[config.mk]
export PLATFORM = sky130hd
export DESIGN_NAME = signed_bcd_converter
export DESIGN_NICKNAME = d
export VERILOG_FILES = /design/src/rtl/display_pkg.sv /design/src/rtl/bcd_digit_adjust.sv /design/src/rtl/signed_bcd_converter.sv
export SDC_FILE = /design/constraint.sdc
export NUM_CORES = 1
export LEC_CHECK = 0
export BUFFER_PORTS_ARGS = -buffer_cell sky130_fd_sc_hd__clkbuf_2
export CAP_MARGIN = 40
export CORE_AREA = 8 8 89 91
export CTS_BUF_LIST = sky130_fd_sc_hd__clkbuf_4 sky130_fd_sc_hd__clkbuf_8
export CTS_CLUSTER_DIAMETER = 80
export DETAILED_ROUTE_END_ITERATION = 8
export DIE_AREA = 0 0 97 99
export GPL_TIMING_DRIVEN = 1
export HOLD_SLACK_MARGIN = 0.15
export PLACE_DENSITY_LB_ADDON = 0.3
export SLEW_MARGIN = 15
export SYNTH_ARGS = -nofsm -noshare
export SYNTH_HDL_FRONTEND = slang
export SYNTH_HIERARCHICAL = 1
export SYNTH_SLANG_ARGS = --single-unit
[constraint.sdc]
create_clock -name clk -period 3.55 [get_ports clk]
set_input_delay 0.71 -clock clk [delete_from_list [all_inputs] [get_ports clk]]
set_output_delay 0.71 -clock clk [all_outputs]
set_load 0.01 [all_outputs]
[src/rtl/display_pkg.sv]
// Shared definitions for the signed binary to BCD display path: converter
// state encoding, BCD digit constants and a constant-evaluable log2 helper.
package display_pkg;

    typedef enum logic [1:0] {
        IDLE    = 2'd0,
        CONVERT = 2'd1,
        DONE    = 2'd2
    } state_t;

    localparam int BCD_W          = 4;
    localparam int ADD3_THRESHOLD = 5;

    // Ceiling log2, used to size the iteration counter at elaboration time.
    function automatic int clog2(input int value);
        int result;
        result = 0;
        while ((32'd1 << result) < 32'(value)) begin
            result = result + 1;
        end
        return result;
    endfunction

endpackage

[src/rtl/bcd_digit_adjust.sv]
// Double-dabble correction step: every 4-bit BCD digit that is 5 or more gets
// +3, so that the following left shift carries correctly into the next digit.
module bcd_digit_adjust
    import display_pkg::*;
#(
    parameter int N = 4
) (
    input  logic [N*BCD_W-1:0] bcd_in,
    output logic [N*BCD_W-1:0] bcd_out
);

    localparam logic [BCD_W-1:0] THRESH = BCD_W'(ADD3_THRESHOLD);
    localparam logic [BCD_W-1:0] ADD3   = BCD_W'(3);

    // Conditionally add 3 to each digit ahead of the next shift
    always_comb begin
        bcd_out = '0;
        for (int i = 0; i < N; i++) begin
            if (bcd_in[i*BCD_W +: BCD_W] >= THRESH) begin
                bcd_out[i*BCD_W +: BCD_W] = bcd_in[i*BCD_W +: BCD_W] + ADD3;
            end else begin
                bcd_out[i*BCD_W +: BCD_W] = bcd_in[i*BCD_W +: BCD_W];
            end
        end
    end

endmodule

[src/rtl/signed_bcd_converter.sv]
// Sequential two's-complement to sign + BCD converter for the 7-segment path.
// Captures the absolute value in BITS+1 bits (so -2^BITS is exact), runs
// BITS+1 shift-add-3 iterations over a DIGITS+1 digit scratch register and
// saturates the displayed digits to all 9s when the magnitude does not fit.
module signed_bcd_converter
    import display_pkg::*;
#(
    parameter int BITS   = 8,
    parameter int DIGITS = 3
) (
    input  logic                  clk,
    input  logic                  rst_n,
    input  logic                  in_valid,
    output logic                  in_ready,
    input  logic [BITS:0]         twos_comp,
    output logic                  out_valid,
    input  logic                  out_ready,
    output logic                  out_sign,
    output logic [BITS:0]         out_mag,
    output logic [4*DIGITS-1:0]   out_bcd,
    output logic                  out_overflow
);

    localparam int MAG_W     = BITS + 1;
    localparam int INT_DIG   = DIGITS + 1;
    localparam int BCD_INT_W = INT_DIG * BCD_W;
    localparam int OUT_BCD_W = DIGITS * BCD_W;
    localparam int SR_W      = BCD_INT_W + MAG_W;
    localparam int CNT_W     = clog2(BITS + 2);

    if (DIGITS < 1 || BITS < 1) begin : g_bad_params
        $fatal(1, "signed_bcd_converter: BITS and DIGITS must both be >= 1");
    end

    state_t                 state_r;
    state_t                 state_s;
    logic [SR_W-1:0]        shift_r;
    logic [CNT_W-1:0]       cnt_r;
    logic                   lost_r;
    logic                   sign_r;
    logic [MAG_W-1:0]       mag_r;
    logic                   in_ready_r;
    logic                   out_valid_r;
    logic                   out_sign_r;
    logic [MAG_W-1:0]       out_mag_r;
    logic [OUT_BCD_W-1:0]   out_bcd_r;
    logic                   out_overflow_r;

    logic                   accept_s;
    logic                   release_s;
    logic                   last_s;
    logic                   sign_s;
    logic [MAG_W-1:0]       mag_s;
    logic [BCD_INT_W-1:0]   adj_bcd_s;
    logic [SR_W-1:0]        shifted_s;
    logic                   lost_s;
    logic [BCD_INT_W-1:0]   final_bcd_s;
    logic                   ovf_s;
    logic [OUT_BCD_W-1:0]   bcd_low_s;

    // True when any digit in a BCD vector holds a code above 9.
    function automatic logic bcd_has_invalid(input logic [BCD_INT_W-1:0] bcd);
        logic bad;
        bad = 1'b0;
        for (int i = 0; i < INT_DIG; i++) begin
            if (bcd[i*BCD_W +: BCD_W] > 4'd9) begin
                bad = 1'b1;
            end else begin
                bad = bad;
            end
        end
        return bad;
    endfunction

    bcd_digit_adjust #(
        .N (INT_DIG)
    ) u_adjust (
        .bcd_in  (shift_r[SR_W-1 -: BCD_INT_W]),
        .bcd_out (adj_bcd_s)
    );

    // Handshake qualifiers and the final-iteration marker
    always_comb begin
        accept_s  = in_valid & in_ready_r & (state_r == IDLE);
        release_s = out_valid_r & out_ready;
        last_s    = (state_r == CONVERT) && (cnt_r == CNT_W'(1));
    end

    // Input magnitude, one double-dabble step and the saturated result
    always_comb begin
        sign_s      = twos_comp[BITS];
        if (sign_s) begin
            mag_s = ~twos_comp + {{BITS{1'b0}}, 1'b1};
        end else begin
            mag_s = twos_comp;
        end
        shifted_s   = {adj_bcd_s[BCD_INT_W-2:0], shift_r[MAG_W-1:0], 1'b0};
        lost_s      = adj_bcd_s[BCD_INT_W-1];
        final_bcd_s = shifted_s[SR_W-1 -: BCD_INT_W];
        ovf_s       = lost_r | lost_s
                    | (final_bcd_s[BCD_INT_W-1 -: BCD_W] != 4'd0)
                    | bcd_has_invalid(final_bcd_s);
        if (ovf_s) begin
            bcd_low_s = {DIGITS{4'h9}};
        end else begin
            bcd_low_s = final_bcd_s[OUT_BCD_W-1:0];
        end
    end

    // Next-state logic for IDLE -> CONVERT -> DONE -> IDLE
    always_comb begin
        state_s = state_r;
        case (state_r)
            IDLE: begin
                if (accept_s) state_s = CONVERT;
                else          state_s = IDLE;
            end
            CONVERT: begin
                if (last_s) state_s = DONE;
                else        state_s = CONVERT;
            end
            DONE: begin
                if (release_s) state_s = IDLE;
                else           state_s = DONE;
            end
            default: state_s = IDLE;
        endcase
    end

    // State register
    always_ff @(posedge clk or negedge rst_n) begin
        if (!rst_n) begin
            state_r <= IDLE;
        end else begin
            state_r <= state_s;
        end
    end

    // Registered handshake flags; in_ready stays low throughout reset
    always_ff @(posedge clk or negedge rst_n) begin
        if (!rst_n) begin
            in_ready_r  <= 1'b0;
            out_valid_r <= 1'b0;
        end else begin
            in_ready_r <= (state_s == IDLE);
            if (last_s) begin
                out_valid_r <= 1'b1;
            end else if (release_s) begin
                out_valid_r <= 1'b0;
            end
        end
    end

    // Capture, shift-add-3 iterations and result registers loaded on DONE entry
    always_ff @(posedge clk or negedge rst_n) begin
        if (!rst_n) begin
            shift_r        <= '0;
            cnt_r          <= '0;
            lost_r         <= 1'b0;
            sign_r         <= 1'b0;
            mag_r          <= '0;
            out_sign_r     <= 1'b0;
            out_mag_r      <= '0;
            out_bcd_r      <= '0;
            out_overflow_r <= 1'b0;
        end else begin
            case (state_r)
                IDLE: begin
                    if (accept_s) begin
                        shift_r <= {{BCD_INT_W{1'b0}}, mag_s};
                        cnt_r   <= CNT_W'(BITS + 1);
                        lost_r  <= 1'b0;
                        sign_r  <= sign_s;
                        mag_r   <= mag_s;
                    end
                end
                CONVERT: begin
                    shift_r <= shifted_s;
                    cnt_r   <= cnt_r - CNT_W'(1);
                    lost_r  <= lost_r | lost_s;
                    if (last_s) begin
                        out_sign_r     <= sign_r;
                        out_mag_r      <= mag_r;
                        out_bcd_r      <= bcd_low_s;
                        out_overflow_r <= ovf_s;
                    end
                end
                DONE: begin
                    cnt_r <= '0;
                end
                default: begin
                    cnt_r <= '0;
                end
            endcase
        end
    end

    assign in_ready     = in_ready_r;
    assign out_valid    = out_valid_r;
    assign out_sign     = out_sign_r;
    assign out_mag      = out_mag_r;
    assign out_bcd      = out_bcd_r;
    assign out_overflow = out_overflow_r;

endmodule
Word level (Yosys, flattened, before mapping)
Index checks and enable logic that the tools add are counted.
{"block": "word_totals", "register_bits": 67, "inputBits": 13, "out_inout_bits": 25, "wordCells": 68}
{"block": "op_classes", "addsub": 6, "n_lt_le_gt_ge": 8, "eq_ne": 4, "n_mux": 22, "bitwise": 7, "n_reduce_logical": 9}
{"cell": "25-bit case mux with 2 select lines", "n": 1}
{"cell": "25-bit 2-to-1 mux", "n": 1}
{"cell": "4-bit 2-to-1 mux", "n": 5}
{"cell": "4-bit by 2-bit adder with 4-bit output (second input constant)", "n": 4}
{"cell": "4-bit by 3-bit greater-or-equal comparator with 1-bit output (second input constant)", "n": 4}
{"cell": "4-bit > comparator (second input constant)", "n": 4}
{"cell": "12-bit 2-to-1 mux", "n": 1}
{"cell": "9-bit by 1-bit adder with 9-bit output (second input constant)", "n": 1}
{"cell": "9-bit 2-to-1 mux", "n": 1}
{"cell": "9-bit NOT", "n": 1}
{"cell": "1-bit 2-to-1 mux", "n": 8}
{"cell": "4-bit case mux with 2 select lines", "n": 1}
{"cell": "2-bit case mux with 3 select lines", "n": 1}
{"cell": "2-bit AND reduction", "n": 3}
{"cell": "4-bit by 1-bit equality test with 1-bit output (second input constant)", "n": 1}
{"cell": "2-bit logical NOT", "n": 2}
{"cell": "2-bit 2-to-1 mux", "n": 2}
{"cell": "2-bit nonzero test", "n": 2}
{"cell": "4-bit nonzero test", "n": 1}
{"cell": "4-bit by 1-bit subtractor with 4-bit output (second input constant)", "n": 1}
{"cell": "1-bit bitwise AND", "n": 3}
{"cell": "1-bit bitwise OR", "n": 3}
{"cell": "2-bit by 1-bit equality test with 1-bit output (second input constant)", "n": 1}
{"cell": "2-bit equality test (second input constant)", "n": 1}
{"cell": "3 further kinds", "n": 3}

Longest topological paths before layout
Gate-level depths: netlist of run 1.
{"block": "depth", "depth_word": 9, "depth_mapped": 9, "mapped_depth_nobuf": 9}

Modules after synthesis
Netlist of run 1, hierarchy kept.
{"module": "signed_bcd_converter", "n_inst": 1, "cells_each": 286, "area_each_um2": 2846.5, "seq_area_each_um2": 1676.6}
{"module": "bcd_digit_adjust", "n_inst": 1, "cells_each": 64, "area_each_um2": 405.4, "seq_area_each_um2": 0.0}

Least setup slack after synthesis of run 1
Ideal clock, no wire load.
{"block": "synth_timing", "kind": "register to register", "start": "reg shift_r[21]", "end": "reg out_bcd_r[4], in the netlist out_bcd[4]", "setup_time_ns": 0.126, "arrival_time_ns": 2.132, "setup_slack_ns": 1.292, "stages_incl_launch_ff": 9, "cell_sequence": "dfrtp_1 > ha_1 > nand2b_1 > a21oi_2 > mux2i_1 > nor4_1 > nand2_1 > or3_4 > o32a_1"}
{"block": "synth_via", "elab_chain_len": 6, "word_cells_on_any_way": 10}
{"element": "start, declared", "line": "signed_bcd_converter.sv:37", "text": "logic [SR_W-1:0] shift_r;"}
{"element": "start signal, assigned", "line": "signed_bcd_converter.sv:170", "text": "shift_r <= {{BCD_INT_W{1'b0}}, mag_s};"}
{"element": "start signal, assigned", "line": "signed_bcd_converter.sv:178", "text": "shift_r <= shifted_s;"}
{"element": "4-bit by 2-bit adder with 4-bit output / 4-bit by 3-bit greater-or-equal comparator with 1-bit output (equally long branches)", "line": "bcd_digit_adjust.sv:20, bcd_digit_adjust.sv:19"}
{"element": "4-bit 2-to-1 mux *", "line": "bcd_digit_adjust.sv:19", "text": "if (bcd_in[i*BCD_W +: BCD_W] >= THRESH) begin"}
{"element": "via adj_bcd_s[13]", "line": "signed_bcd_converter.sv:54", "text": "logic [BCD_INT_W-1:0] adj_bcd_s;"}
{"element": "4-bit > comparator / 4-bit nonzero test (equally long branches)", "line": "signed_bcd_converter.sv:66, signed_bcd_converter.sv:101"}
{"element": "1-bit 2-to-1 mux / 1-bit bitwise OR (equally long branches)", "line": "signed_bcd_converter.sv:66, signed_bcd_converter.sv:101"}
{"element": "1-bit bitwise OR *", "line": "signed_bcd_converter.sv:102", "text": "| bcd_has_invalid(final_bcd_s);"}
{"element": "12-bit 2-to-1 mux *", "line": "signed_bcd_converter.sv:103", "text": "if (ovf_s) begin"}
{"element": "end signal, assigned", "line": "signed_bcd_converter.sv:184", "text": "out_bcd_r <= bcd_low_s;"}
{"element": "end, declared", "line": "signed_bcd_converter.sv:46", "text": "logic [OUT_BCD_W-1:0] out_bcd_r;"}
Mark *: on every way through the listed nets, which the timed path passes. The rest lies on a longest branch.
A chain may end at the register's enable or synchronous reset.

Worst setup path after layout of run 1
{"block": "layout_timing", "start": "reg state_r[0]", "end": "reg out_bcd_r[8], in the netlist out_bcd[8]"}
{"block": "layout_via", "elab_chain_len": 3}
{"element": "start, declared", "line": "signed_bcd_converter.sv:35", "text": "state_t state_r;"}
{"element": "start signal, assigned", "line": "signed_bcd_converter.sv:135", "text": "state_r <= state_s;"}
{"element": "2-bit by 1-bit equality test with 1-bit output *", "line": "signed_bcd_converter.sv:86, signed_bcd_converter.sv:167"}
{"element": "1-bit logical AND", "line": "signed_bcd_converter.sv:86", "text": "last_s = (state_r == CONVERT) && (cnt_r == CNT_W'(1));"}
{"element": "2-bit AND reduction (no line) *"}
Mark *: on every way between the ends. The rest lies on a longest branch, timed or not.

==> impl_results.md, run 1 <==
* Post-Syn Nets at 374
* Worst vdd ir at 0.4129 mV
* Final setup viols at 0
* Total grt overflow at 0
* Dpl cells at 453
* Largest net degree at the start of global routing at 68
* Prevailing post-synth register cell: dfrtp_1
* Worst R2R Path Depth at 4
* # hold bufs at CTS at 0
* DR WL/cell at 14.59 um
* WL final at 6813 um
* Critical path class: reg -> reg
* Max-cap violation count at 0
* EDFF count, synth at 0
* Fmax at 394.5 MHz
* Initial core utilization at 49.50%
* Fin. Hold Viols at 0
* CTS Buf Count at 9
* Clock Skew at 3.918 ps
* Synth Area per Inst at 9.291 um^2
* Root buffer cell: clkbuf_8
* Postcts setup bufs at 0
* Clk Latency, worst-skew pair at 340 ps
* Reg clk slew, reported paths at 70 ps
* Gr usage total at 14.81%
* Synth Cell Area at 0.003252 mm^2
* Share of layout cells above drive strength 1 at 16.02%
* Worst path arrival time at 2750 ps
* Setup slack, reg-to-reg at 1010 ps
* P&R area growth vs syn at 12.35%
* Post-CTS resize count at 0
* Lkg Pwr at 1.863 nW
* Die H at 99 um
* Vias in the first global route at 2534
* HP Class: in -> async
* Max clock buf depth at 2
* Crit share post-route at 71.41%
* Synth Warn # at 6
* I/O Pins at 38
* Top-count cell post-synth: nand2_1
* Finished Layout Cells at 467
* Startpoint type of the worst setup path: flop
* Drt first-iter violations at 89
* Minimum clock period at 2535 ps
* H-tree levels at 3
* Yosys cell types at 42
* Vias after detailed routing at 2533
* Post-route ant nets at 0
* Die W at 97 um
* # diodes at 0
* Initial antenna violation count at 0
* Worst slew pin tran at 808.6 ps
* DR DRC count at 0
* Sequential-to-total area share from yosys stat at 51.56%
* Final nets at 408
* CP Capture Type: flop
* Number of vias per cell at 5.424
* Number of iterations in the first detailed-routing pass at 4
* PortBufs at 37
* Final hold slack at 382.9 ps
* Placement row count at 30
* Outcome: completed
* Fin. max-slew vios at 0
* Async SR Flop Fraction at 100.0%
* Mapped Cells at 350
* CTS sink count at 67
* First-pass GRT wire length at 11840 um
* Commonest cells post-synth: nand2_1 (96), dfrtp_1 (67), o21ai_0 (21)
* Fillers at 618
* Post-route setup TNS at 0 ps
* FF+latch count, synth at 67
* Unrepaired setup endpoints after global routing: false
* Leading cell types by total area after synthesis: dfrtp_1 (52%), nand2_1 (11%), ha_1 (4.2%), o21ai_0 (3.2%), nand3_1 (2.9%)
* R2R Path End: out_bcd[8]
* Yosys top cell by area: dfrtp_1
* Die ar. at 0.009603 mm^2
* Reg2Reg Launch Point: state_r[0]
* Top cell type's share of synthesized area at 51.56%
* PnR Total Power at 3.294 mW
* Hpwl dp at 4693 um
* CTS tree: yes
* Core area at 0.006569 mm^2
* Pwr dens at 901.7 mW/mm^2
* Worst Path Required at 3770 ps
* Rel. slew slack at 46.09%
* Crit-path max FO at 27
* Global placement routability congestion at 0.7846
## layout by cell type (no fill, tap or decap), types with 5 or more instances in the layout
cell type | netlist | routed
nand2_1 | 96 | 96
dfrtp_1 | 67 | 67
clkbuf_2 | 0 | 36
o21ai_0 | 21 | 21
nand3_1 | 19 | 19
inv_1 | 17 | 17
nor2_1 | 16 | 16
ha_1 | 11 | 11
clkbuf_8 | 0 | 11
nand2b_1 | 10 | 10
a21oi_1 | 9 | 9
xnor2_1 | 8 | 8
a32o_1 | 6 | 6
o32a_1 | 5 | 5
## critical path, stage by stage (launching register included)
cell and delay, ps:
dfrtp_1 490, nor2b_4 580, nand2_2 450, or3_4 540, o32a_1 340
## cell families after synthesis
family | synth area share (%)
mux | 1.231
compound gates | 13.24
simple gates | 22.43
buf+inv | 4.348
flops | 51.56
fa+ha+maj | 4.232
xor+xnor | 2.963
## state kept, by name, summed over array words and instances, names as in the netlist, 2 cells and up
register	count
out_mag	9
shift_r	25
state_r	2
cnt_r	4
out_bcd	12
mag_r	9
## routing by layer
metal  share of wire (%)  GRT usage, %
met1                  47         18.53
met2                  46         23.59
met4                 1.6         7.337
met5                   0             0
met3                 4.7         3.289
## area by class of cell
cell class,count,area (um^2),area share (%)
clock buffers,11,151.4,4.144
well taps,80,100.1,2.740
inverters,17,63.81,1.747
flip-flops and latches,67,1677,45.89
clock inverters,3,15.01,0.4110
repair buffers,39,212.7,5.822
multi-input cells,250,1434,39.25
## report_power, final
part	internal, mW	switching [mW]
registers	1.08	0.246
clock network	0.280	0.273
logic	0.556	0.859
total	1.92	1.38
## worst max-delay path by stage
| stage | slack (ps) | endpoint | from |
|---|---|---|---|
| 6_report | 1010 | out_bcd[8] | state_r[0] |
| 5_1_grt | 860 | out_bcd[8] | state_r[0] |
| 4_1_cts | 1030 | out_bcd[8] | state_r[0] |
| 3_5_place_dp | 1030 | out_bcd[8] | state_r[0] |
| 3_3_place_gp | 1140 | out_bcd[8] | state_r[0] |
| 2_1_floorplan | 1290 | out_bcd[4] | shift_r[21] |
## through the flow
stage	utilization (%)	instance area, um^2	setup slack, ps
global placement	53.09	3487	1136
global route	55.62	3654	856.6
finish	55.62	3654	1015
detailed placement	53.09	3487	1031
CTS	55.62	3654	1026
floorplan	-	3252	1292
No activity file was read; power rests on OpenSTA's default activity.
==> inputs of run 2 (changes only) <==
==> constraint.sdc (replaced) <==
create_clock -name clk -period 2.3 [get_ports clk]
set_input_delay 0.46 -clock clk [delete_from_list [all_inputs] [get_ports clk]]
set_output_delay 0.46 -clock clk [all_outputs]
set_load 0.01 [all_outputs]
==> run 2 against run 1 <==
Against the previous run: fmax grew 11%; clock power grew 120%; sequential cell count is the same; setup slack lost 1000 ps; power grew 78%; clock skew grew 4.8 ps; worst hold slack lost 63 ps; via count grew 5.5%; first-iteration DRC count grew 49%; largest power group unchanged; highest routed layer unchanged.
==> impl_results.md, run 2 (synthesized netlist as in run 1, its figures left out) <==
* Gr usage total at 15.32% (was 14.81%)
* CTS sink count at 67 (unchanged)
* Root buffer cell: clkbuf_8 (unchanged)
* Worst vdd ir at 0.7528 mV (was 0.4129 mV)
* Final setup viols at 0 (unchanged)
* Worst path arrival time at 2520 ps (was 2750 ps)
* Fmax at 436.1 MHz (was 394.5 MHz)
* Share of layout cells above drive strength 1 at 22.00% (was 16.02%)
* Final hold slack at 319.7 ps (was 382.9 ps)
* Total grt overflow at 0 (unchanged)
* HP Class: in -> reg (was in -> async)
* Post-route ant nets at 0 (unchanged)
* Largest net degree at the start of global routing at 68 (unchanged)
* Finished Layout Cells at 489 (was 467)
* Clk Latency, worst-skew pair at 340 ps (about the same)
* Outcome: completed (unchanged)
* CTS Buf Count at 9 (unchanged)
* Net Sw Frac at 39.37% (was 41.82%)
* Crit-path max FO at 5 (was 27)
* Max-cap violation count at 0 (unchanged)
* Biggest register: shift_r (unchanged)
* Initial core utilization at 49.50% (unchanged)
* Die ar. at 0.009603 mm^2 (unchanged)
* Vias in the first global route at 2638 (was 2534)
* Worst Path Required at 2530 ps (was 3770 ps)
* Vias after detailed routing at 2673 (was 2533)
* First-pass GRT wire length at 12150 um (was 11840 um)
* Hpwl dp at 4982 um (was 4693 um)
* Final setup margin at 7.095 ps (was 1015 ps)
* WL final at 7224 um (was 6813 um)
* Reg clk slew, reported paths at 80 ps (was 70 ps)
* Unrepaired setup endpoints after global routing: true (was false)
* PortBufs at 37 (unchanged)
* Int Pwr at 3.565 mW (was 1.917 mW)
* Finished layout cell area at 0.003949 mm^2 (was 0.003654 mm^2)
* Commonest non-fill, non-tap cell in the layout: nand2_1 (unchanged)
* Placement row count at 30 (unchanged)
* Worst R2R Path Depth at 9 (was 4)
* Largest register FFs at 25 (unchanged)
* Fin. Hold Viols at 0 (unchanged)
* Number of vias per cell at 5.466 (was 5.424)
* Minimum clock period at 2293 ps (was 2535 ps)
* Dpl cells at 467 (was 453)
* Pwr dens at 1489 mW/mm^2 (was 901.7 mW/mm^2)
* Core area at 0.006569 mm^2 (unchanged)
* CTS tree: yes (unchanged)
* P&R area growth vs syn at 21.43% (was 12.35%)
* Global placement routability congestion at 0.8217 (was 0.7846)
* Hold Path Depth at 2
* Final nets at 428 (was 408)
* Reg power frac at 35.1% (was 40.3%)
* Net switching power at 2.315 mW (was 1.378 mW)
* Initial antenna violation count at 0 (unchanged)
* Combinational share of power at 44.3% (was 42.9%)
* Die W at 97 um (unchanged)
* Placed Area at 0.003592 mm^2 (was 0.003487 mm^2)
* Lkg Pwr at 1.990 nW (was 1.863 nW)
* Crit share post-route at 99.69% (was 71.41%)
* Clock Skew at 8.760 ps (was 3.918 ps)
* Rel. slew slack at 57.96% (was 46.09%)
* Clk pwr share at 20.6% (was 16.8%)
* Fin. max-slew vios at 0 (unchanged)
* Critical path class: reg -> reg (unchanged)
* DR DRC count at 0 (unchanged)
* Commonest non-fill, non-tap cells in the layout: nand2_1 (96), dfrtp_1 (65), clkbuf_2 (36) (was nand2_1 (96), dfrtp_1 (67), clkbuf_2 (36))
* I/O Pins at 38 (unchanged)
* DR WL/cell at 14.77 um (was 14.59 um)
* CP Capture Type: flop (unchanged)
* Pre-CTS setup slack at -70.50 ps (was 1031 ps)
* Worst slew pin tran at 624.0 ps (was 808.6 ps)
* Number of iterations in the first detailed-routing pass at 5 (was 4)
* H-tree levels at 3 (unchanged)
* # diodes at 0 (unchanged)
* Drt first-iter violations at 133 (was 89)
* Die H at 99 um (unchanged)
* Startpoint type of the worst setup path: flop (unchanged)
* Max clock buf depth at 2 (unchanged)
run 2: metal layers:
layer / track usage [%] / vias up / share of wire, %
li1: - / 1292 / -
met1: 18.55 / 1292 / 44
met2: 25.42 / 73 / 48
met3: 3.989 / 16 / 4.8
met4: 6.036 / 0 / 2.4
met5: 0 / - / 0
run 2: worst max-delay path, stage by stage, from the launching register on:
cell	delay [ps]
dfrtp_1	390
inv_1	80
ha_1	180
nand2b_1	160
a21oi_2	200
mux2i_1	160
o21ai_1	160
nand2_1	100
or3_4	400
o32a_1	350
run 2: power groups by stage:
stage	Clock, mW	Sequential [mW]	Combinational, mW
after detailed placement	0	2.07	2.44
after floorplan	0	2.05	1.62
after CTS	1.23	2.04	2.51
after global placement	0	2.05	2.35
after global routing	1.29	2.13	2.91
final	1.21	2.06	2.60
run 2: cell type report:
class,count,area [um^2]
well taps,80,100.1
multi-input cells,250,1474
fillers,557,2620
clock buffers,10,137.6
repair buffers,59,381.6
flip-flops and latches,67,1679
clock inverters,6,112.6
inverters,17,63.81
run 2: timing repair:
action                     CTS  global route
hold endpoints to repair    67             0
cloned                       0             0
setup buffers                3             2
pin swaps                    4             8
gates resized for setup      1            12
setup endpoints to repair   10            13
hold buffers                 1             0
run 2: worst paths after layout:
path	from	to	slack (ps)
min in group asynchronous	rst_n	shift_r[11]	650
max in group asynchronous	rst_n	shift_r[21]	1340
setup / recovery	shift_r[14]	out_bcd[7]	7
setup reg to reg	shift_r[14]	out_bcd[7]	7
hold reg to reg	mag_r[3]	out_mag[3]	470
hold / removal	out_ready	out_valid	320
run 2: metrics by stage:
stage                     utilization (%)  setup TNS (ps)  power [mW]
after floorplan                         -               0       3.666
final                               60.11               0       5.880
after global placement              54.69               0       4.394
after detailed placement            54.69          -280.9       4.503
after global routing                60.11          -510.3       6.325
after CTS                           58.99               0       5.781
